## src/rtl/result_unloader_if.sv

```systemverilog
`default_nettype none
// ============================================================================
//  Module      : result_unloader_if
//  Description : Bundle of core-side and host-side signals of the result
//                unloader. The slave modport is the unloader's view; the
//                master modport is the view of whoever drives the core
//                result and plays the host.
//  Signals     : result/result_valid  - signed word and capture pulse from core
//                out_ack              - host acknowledge (asynchronous to clk)
//                ovf_clr              - clears the sticky overflow flag
//                out_pins/out_valid   - byte lane and its valid towards host
//                busy/done/overflow   - transfer status back to the core side
//  Revision    : 1.0 - initial release
// ============================================================================
interface result_unloader_if #(
    parameter int NUM_BYTES = 4
);
    localparam int RESULT_W = 8 * NUM_BYTES;

    logic [RESULT_W-1:0] result;
    logic                result_valid;
    logic                out_ack;
    logic                ovf_clr;
    logic [7:0]          out_pins;
    logic                out_valid;
    logic                busy;
    logic                done;
    logic                overflow;

    modport slave (
        input  result, result_valid, out_ack, ovf_clr,
        output out_pins, out_valid, busy, done, overflow
    );

    modport master (
        output result, result_valid, out_ack, ovf_clr,
        input  out_pins, out_valid, busy, done, overflow
    );
endinterface
`default_nettype wire

```

## src/rtl/result_unloader.sv

```systemverilog
`default_nettype none
// ============================================================================
//  Module      : result_unloader
//  Description : Captures a signed result word from the calculation core and
//                sends it to an external host one byte at a time, MSB first,
//                using a four-phase valid/ack handshake on 8 output pins.
//                A result arriving while a word is in flight is dropped and
//                recorded in a sticky overflow flag.
//  Ports       : clk     - system clock, rising edge
//                rst_n   - asynchronous active-low reset
//                bus_if  - slave view of result_unloader_if (result,
//                          result_valid, out_ack, ovf_clr in; out_pins,
//                          out_valid, busy, done, overflow out)
//  Revision    : 1.0 - initial release
// ============================================================================
module result_unloader #(
    parameter int NUM_BYTES   = 4,
    parameter int SYNC_STAGES = 2   // must be at least 2
) (
    input  wire logic          clk,
    input  wire logic          rst_n,
    result_unloader_if.slave   bus_if
);
    localparam int RESULT_W = 8 * NUM_BYTES;
    localparam int CNT_W    = (NUM_BYTES > 1) ? $clog2(NUM_BYTES) : 1;

    typedef enum logic [1:0] {
        ST_IDLE    = 2'd0,
        ST_SETUP   = 2'd1,
        ST_WAIT_HI = 2'd2,
        ST_WAIT_LO = 2'd3
    } state_t;

    state_t                 state_q, state_d;
    logic [RESULT_W-1:0]    shift_q, shift_d;
    logic [CNT_W-1:0]       cnt_q,   cnt_d;
    logic                   done_q,  done_d;
    logic                   ovf_q,   ovf_d;
    logic [SYNC_STAGES-1:0] sync_q;
    logic                   ack_s;
    logic                   busy;

    // out_ack comes from another clock domain; only the last stage is used.
    assign ack_s = sync_q[SYNC_STAGES-1];

    always_ff @(posedge clk or negedge rst_n) begin
        if (!rst_n) begin
            sync_q  <= '0;
            state_q <= ST_IDLE;
            shift_q <= '0;
            cnt_q   <= '0;
            done_q  <= 1'b0;
            ovf_q   <= 1'b0;
        end else begin
            sync_q  <= {sync_q[SYNC_STAGES-2:0], bus_if.out_ack};
            state_q <= state_d;
            shift_q <= shift_d;
            cnt_q   <= cnt_d;
            done_q  <= done_d;
            ovf_q   <= ovf_d;
        end
    end

    always_comb begin
        state_d = state_q;
        shift_d = shift_q;
        cnt_d   = cnt_q;
        done_d  = 1'b0;
        busy    = (state_q != ST_IDLE);

        case (state_q)
            ST_IDLE: begin
                // IDLE also covers the done cycle, so a result arriving
                // there is taken without any extra gap.
                if (bus_if.result_valid) begin
                    shift_d = bus_if.result;
                    cnt_d   = CNT_W'(NUM_BYTES - 1);
                    state_d = ST_SETUP;
                end
            end
            ST_SETUP: begin
                state_d = ST_WAIT_HI;
            end
            ST_WAIT_HI: begin
                if (ack_s) begin
                    state_d = ST_WAIT_LO;
                end
            end
            ST_WAIT_LO: begin
                if (!ack_s) begin
                    if (cnt_q != '0) begin
                        // Next byte lands on the pins while out_valid is
                        // low; SETUP then gives the host a stable cycle.
                        shift_d = shift_q << 8;
                        cnt_d   = cnt_q - 1'b1;
                        state_d = ST_SETUP;
                    end else begin
                        // Shift register is left alone so the last byte
                        // stays visible until the next capture.
                        state_d = ST_IDLE;
                        done_d  = 1'b1;
                    end
                end
            end
            default: begin
                state_d = ST_IDLE;
            end
        endcase

        // Setting has priority over clearing so a lost result is never
        // hidden by a coincident clear.
        if (bus_if.result_valid && busy) begin
            ovf_d = 1'b1;
        end else if (bus_if.ovf_clr) begin
            ovf_d = 1'b0;
        end else begin
            ovf_d = ovf_q;
        end
    end

    assign bus_if.out_pins  = shift_q[RESULT_W-1 -: 8];
    assign bus_if.out_valid = (state_q == ST_WAIT_HI);
    assign bus_if.busy      = busy;
    assign bus_if.done      = done_q;
    assign bus_if.overflow  = ovf_q;

endmodule
`default_nettype wire

```

## src/flat_wrapper.sv

```systemverilog
// flat-port wrapper written by rule: the top's interface ports become plain ports
module result_unloader_flat 
#(
    parameter int NUM_BYTES   = 4,
    parameter int SYNC_STAGES = 2                        
)
  (clk, rst_n, bus_if_result, bus_if_result_valid, bus_if_out_ack, bus_if_ovf_clr, bus_if_out_pins, bus_if_out_valid, bus_if_busy, bus_if_done, bus_if_overflow);
  result_unloader_if #(.NUM_BYTES(NUM_BYTES)) bus_if_i ();
  input  wire logic clk;
  input  wire logic rst_n;
  input wire logic [$bits(bus_if_i.result)-1:0] bus_if_result;
  input wire logic [$bits(bus_if_i.result_valid)-1:0] bus_if_result_valid;
  input wire logic [$bits(bus_if_i.out_ack)-1:0] bus_if_out_ack;
  input wire logic [$bits(bus_if_i.ovf_clr)-1:0] bus_if_ovf_clr;
  output wire logic [$bits(bus_if_i.out_pins)-1:0] bus_if_out_pins;
  output wire logic [$bits(bus_if_i.out_valid)-1:0] bus_if_out_valid;
  output wire logic [$bits(bus_if_i.busy)-1:0] bus_if_busy;
  output wire logic [$bits(bus_if_i.done)-1:0] bus_if_done;
  output wire logic [$bits(bus_if_i.overflow)-1:0] bus_if_overflow;
  assign bus_if_i.result = bus_if_result;
  assign bus_if_i.result_valid = bus_if_result_valid;
  assign bus_if_i.out_ack = bus_if_out_ack;
  assign bus_if_i.ovf_clr = bus_if_ovf_clr;
  assign bus_if_out_pins = bus_if_i.out_pins;
  assign bus_if_out_valid = bus_if_i.out_valid;
  assign bus_if_busy = bus_if_i.busy;
  assign bus_if_done = bus_if_i.done;
  assign bus_if_overflow = bus_if_i.overflow;
  result_unloader #(.NUM_BYTES(NUM_BYTES), .SYNC_STAGES(SYNC_STAGES)) u_core (.clk(clk), .rst_n(rst_n), .bus_if(bus_if_i));
endmodule
```

## config.mk

```make
export PLATFORM = sky130hd
export DESIGN_NAME = result_unloader_flat
export DESIGN_NICKNAME = d
export VERILOG_FILES = /design/src/rtl/result_unloader_if.sv /design/src/rtl/result_unloader.sv /design/src/flat_wrapper.sv
export SDC_FILE = /design/constraint.sdc
export NUM_CORES = 1
export LEC_CHECK = 0
export CORE_MARGIN = 5
export CORE_UTILIZATION = 54
export DETAILED_ROUTE_END_ITERATION = 7
export HOLD_SLACK_MARGIN = 0.03
export PLACE_DENSITY = 0.85
export SLEW_MARGIN = 30
export SYNTH_ARGS = -nofsm -noshare
export SYNTH_HDL_FRONTEND = slang
export SYNTH_SLANG_ARGS = --single-unit
```

## constraint.sdc

```tcl
create_clock -name clk -period 2.7 [get_ports clk]
set_clock_uncertainty 0.1 [all_clocks]
set_input_delay 0.675 -clock clk [delete_from_list [all_inputs] [get_ports clk]]
set_output_delay 0.675 -clock clk [all_outputs]
set_load 0.02 [all_outputs]
```

# == Word-level counts from Yosys, hierarchy flattened ==
# Cells that the tools add are included.
# totals
ff_bits,40
input_bits,37
output_inout_bits,12
word_cells,40
# op_classes
n_addsub,1
n_eq_ne,7
mux,18
n_reduce_logical,8
# op_table
op,n
$mux W32,3
$pmux W32 S2,1
$mux W2,6
$pmux W2 S4,1
$reduce_bool A2 Y1,4
$mux W1,6
$eq A2 B2 Y1 const B,2
$ne A2 B1 Y1 const B,2
$ne A2 B2 Y1 const B,2
$pmux W2 S2,1
$reduce_and A4 Y1,1
$reduce_and A3 Y1,1
$eq A2 B1 Y1 const B,1
$logic_not A2 Y1,1
$sub A2 B1 Y2 const B,1
$logic_and A1 B1 Y1,1

# == Longest topological paths before layout ==
# logic_depth
depth_word,4
ltp_mapped,6
depth_no_buf,5

# == Worst setup path after synthesis ==
# No wires, ideal clock.
# synth_path
path_kind,flip-flop to flip-flop
from,register u_core.state_q[0]
to,register u_core.shift_q[10]
arrival_time_ns,1.534
required_time_ns,2.475
path_slack_ns,0.941
path_stages_with_launch,7
period_less_slack_ns,1.759
cell_sequence,dfrtp_1 > inv_1 > ha_1 > nand2b_1 > o211ai_4 > buf_6 > mux2_2
# synth_between
elab_chain_cells,3
# synth_rtl
element,line_no,text
start: declaration,result_unloader.sv:34,"state_t state_q, state_d;"
start signal: assignment,result_unloader.sv:56,state_q <= state_d;
$eq A2 B2 Y1 or $logic_not A2 Y1 (tied branches),result_unloader.sv:71,case (state_q)
$ne A2 B2 Y1 (no line) (tied with other cells),-,
$reduce_and A4 Y1 (no line),-,
end signal: assignment,result_unloader.sv:57,shift_q <= shift_d;
end: declaration,result_unloader.sv:35,"logic [RESULT_W-1:0] shift_q, shift_d;"
# Parallel ways exist; a longest one is shown, timed or not.
# A chain may end at the register's enable or synchronous reset.

# == Final worst setup path ==
# layout_path
from,register u_core.state_q[0]
to,output bus_if_out_valid
# layout_between
elab_chain_cells,1
# layout_rtl
element,line_no,text
$eq A2 B2 Y1,result_unloader.sv:122,assign bus_if.out_valid = (state_q == ST_WAIT_HI);
end: declaration,flat_wrapper.sv:16,output wire logic [$bits(bus_if_i.out_valid)-1:0] bus_if_out_valid;
# Every way passes these cells.

==> run_results.csv <==
group,metric,value,unit
route,via_per_inst,5.09,
final_layout,finalNetCount,236,
final_layout,multi_input_area,976,um^2
placed_design,place_hpwl,2.79,mm
synth,yosysWarnings,0,
die,die_h,72.9,um
worst_setup_path,crit_family,"buffers and inverters",
clocking,cts_tree,"built",
die,start_util,57.2,%
timing,finalCriticalPeriod,2.47,ns
clocking,cts-buffers-inserted,5,
route,ant_nets,0,
pwr,p_total,0.00340,W
timing,fmax,0.405,GHz
clocking,clock_path_buffers,2,
synth,synth_nets,193,
route,post_drt_wl_per_cell,16.2,um
grt,antenna_found_initial,0,
pwr,p_sw_share,31.9,%
synth,syn_inst,150,
final_layout,drive_gt1_share,38.1,%
clocking,postCtsSetupBuffers,0,
synth,synthTopCellsByArea,"dfrtp_1 47%, mux2_2 19%, mux2_4 15%",
synth,synth_top_cell_by_area,"dfrtp_1",
synth,synth.distinct_cells,21,
timing,slew_headroom,66.1,%
worst_setup_path,cp_max_fo,5,
placed_design,place_area,2580,um^2
die,fp.coreArea,3740,um^2
worst_setup_path,critical_path_required,1.92,ns
grt,grt_max_degree,41,
worst_setup_path,slowest_delay,0.62,ns
pwr,p_seq_share,31.1,%
die,rows,22,
route,drtIter0Drc,80,
synth,ys_ff_latch,40,
final_layout,area_growth_syn_to_layout,26.5,%
run,cap_violations,0,
timing,fin_crit_sh,91.4,%
final_layout,antenna_cells,0,
worst_setup_path,crit_type,"reg -> out",
die,chipWidth,72.9,um
worst_setup_path,crit_chain,"inv_1, ha_1, clkdlybuf4s50_1",
synth,synth_top_cell_area_share,46.8,%
clocking,post_cts_resize_count,0,
placed_design,gp_congestion,0.822,
die,dieArea,5320,um^2
timing,hold_violations,0,
grt,grt_pass1_wl,6.57,mm
route,drc,0,
pwr,peakVddDrop,0.662,mV
timing,hold_slack,0.246,ns
clocking,h-tree-depth,2,
pwr,pwr_density_cell,1260,nW/um^2
status,status,"finished clean",
clocking,cts-root-buf,"clkbuf_8",
worst_setup_path,start_kind,"flop",
synth,synthesis.area,2140,um^2
pwr,clock_power_share,15.6,%
timing,finalMaxSlewViolations,0,
placed_design,numPortBuffers,48,
final_layout,fill_cells,273,
route,firstDrtPassIters,2,
timing,setup_slack,0.233,ns
route,wirelength,3.91,mm
grt,grt_pass1_vias,1407,
final_layout,seq_area,1000,um^2
final_layout,final_area,2710,um^2
clocking,clkSinkCount,40,
pwr,switchingPower,0.00109,W
worst_setup_path,crit_path_top_delay_cell,"clkdlybuf4s50_1",
worst_setup_path,path_buf_inv,2,
placed_design,place_ws,0.433,ns
timing,rsz0062_at_grt,"no",
clocking,clk_pin_slew,0.07,ns
clocking,clk_latency,0.29,ns
pwr,p_int,0.00231,W
pwr,power_frac_comb,53.3,%
timing,setup_tns,0,ns
clocking,hold_buffers,0,
timing,setup_viol,0,
grt,track_usage,16.2,%
worst_hold_path,min_path_type,"in -> async",
worst_setup_path,arrival,1.69,ns
synth,postSynthAreaPerCell,14.3,um^2
worst_setup_path,end_kind,"output port",
grt,grt-ovfl-total,0,
route,num_vias,1232,
die,ioPinCount,49,
pwr,leakagePower,1.21,nW
timing,tightest_slew,0.508,ns
final_layout,mostFrequentLayoutCell,"clkdlybuf4s50_1",
synth,seq_area_frac_synth,46.8,%
final_layout,layout_common_cells,"47 x clkdlybuf4s50_1, 40 x dfrtp_1, 36 x mux2_2, 22 x mux2_4",
[layer usage]
layer	wire (um)	vias up	track usage, %	part of all wire, %
met2	2050	24	29.1	52
met1	1690	613	18.8	43
li1	-	593	-	-
met4	13	0	3.69	0.33
met3	160	2	4.96	4.1
met5	0	-	0	0
[cell type report]
cell class	instances	share of cell area, %
clock buffer	7	3.56
sequential	40	37.0
tap	48	2.22
timing repair buffer	51	19.0
clock inverter	1	1.11
multi-input combinational	87	36.1
inverter	8	1.11
[metrics by stage]
stage	utilization [%]	instances
3_5_place_dp	68.9	234
4_1_cts	72.2	242
5_1_grt	72.3	242
3_3_place_gp	68.9	234
2_1_floorplan	-	150
6_report	72.3	242
[state kept, by name (all words and copies together), names as in the netlist]
| name | flops |
|---|---|
| u_core.bus_if.overflow | 1 |
| u_core.bus_if.done | 1 |
| u_core.sync_q | 2 |
| u_core.state_q | 2 |
| u_core.shift_q | 32 |
| u_core.cnt_q | 2 |
[power by group through the flow]
stage               registers (W)  logic, W  clock network (W)
CTS                       0.00106   0.00183           0.000540
global placement          0.00104   0.00175                  0
finish                    0.00106   0.00181           0.000530
floorplan                 0.00101   0.00156                  0
detailed placement        0.00106   0.00181                  0
global route              0.00109   0.00193           0.000560
[final timing paths]
path | startpoint | endpoint | slack (ns) | cells after the start
max in group asynchronous | rst_n | u_core.state_q[0]$_DFFE_PN0P_ | 1.89 | 1
setup reg to reg | u_core.state_q[0]$_DFFE_PN0P_ | u_core.shift_q[8]$_DFFE_PN0P_ | 0.71 | 6
setup / recovery | u_core.state_q[0]$_DFFE_PN0P_ | bus_if_out_valid | 0.23 | 3
hold reg to reg | u_core.sync_q[0]$_DFF_PN0_ | u_core.sync_q[1]$_DFF_PN0_ | 0.25 | 0
min in group clk | u_core.sync_q[0]$_DFF_PN0_ | u_core.sync_q[1]$_DFF_PN0_ | 0.25 | 0
hold / removal | rst_n | u_core.shift_q[1]$_DFFE_PN0P_ | 0.25 | 1
[Yosys cell counts]
| cell | count |
|---|---|
| a211oi_1 | 1 |
| a21oi_1 | 1 |
| a31o_2 | 1 |
| a32oi_1 | 1 |
| buf_2 | 1 |
| buf_4 | 8 |
| buf_6 | 6 |
| dfrtp_1 | 40 |
| ha_1 | 6 |
| inv_1 | 8 |
| mux2_2 | 36 |
| mux2_4 | 22 |
| mux2i_2 | 1 |
| nand2_1 | 3 |
| nand2b_1 | 2 |
| nor2_1 | 1 |
| nor2b_1 | 8 |
| o211ai_1 | 1 |
| o211ai_4 | 1 |
| o21ai_2 | 1 |
| o22ai_1 | 1 |
[cell families (layout without fill, tap and decap cells)]
family / count (synthesis) / in the layout / share of synthesized area [%]
AOI/OAI and AO/OA: 8 / 8 / 3.45
adders and majority gates: 6 / 6 / 3.51
buffers and inverters: 23 / 67 / 7.60
DFF: 40 / 40 / 46.8
muxes: 59 / 59 / 35.0
and+or+nand+nor: 14 / 14 / 3.63
No activity file was read; power rests on OpenSTA's default activity.
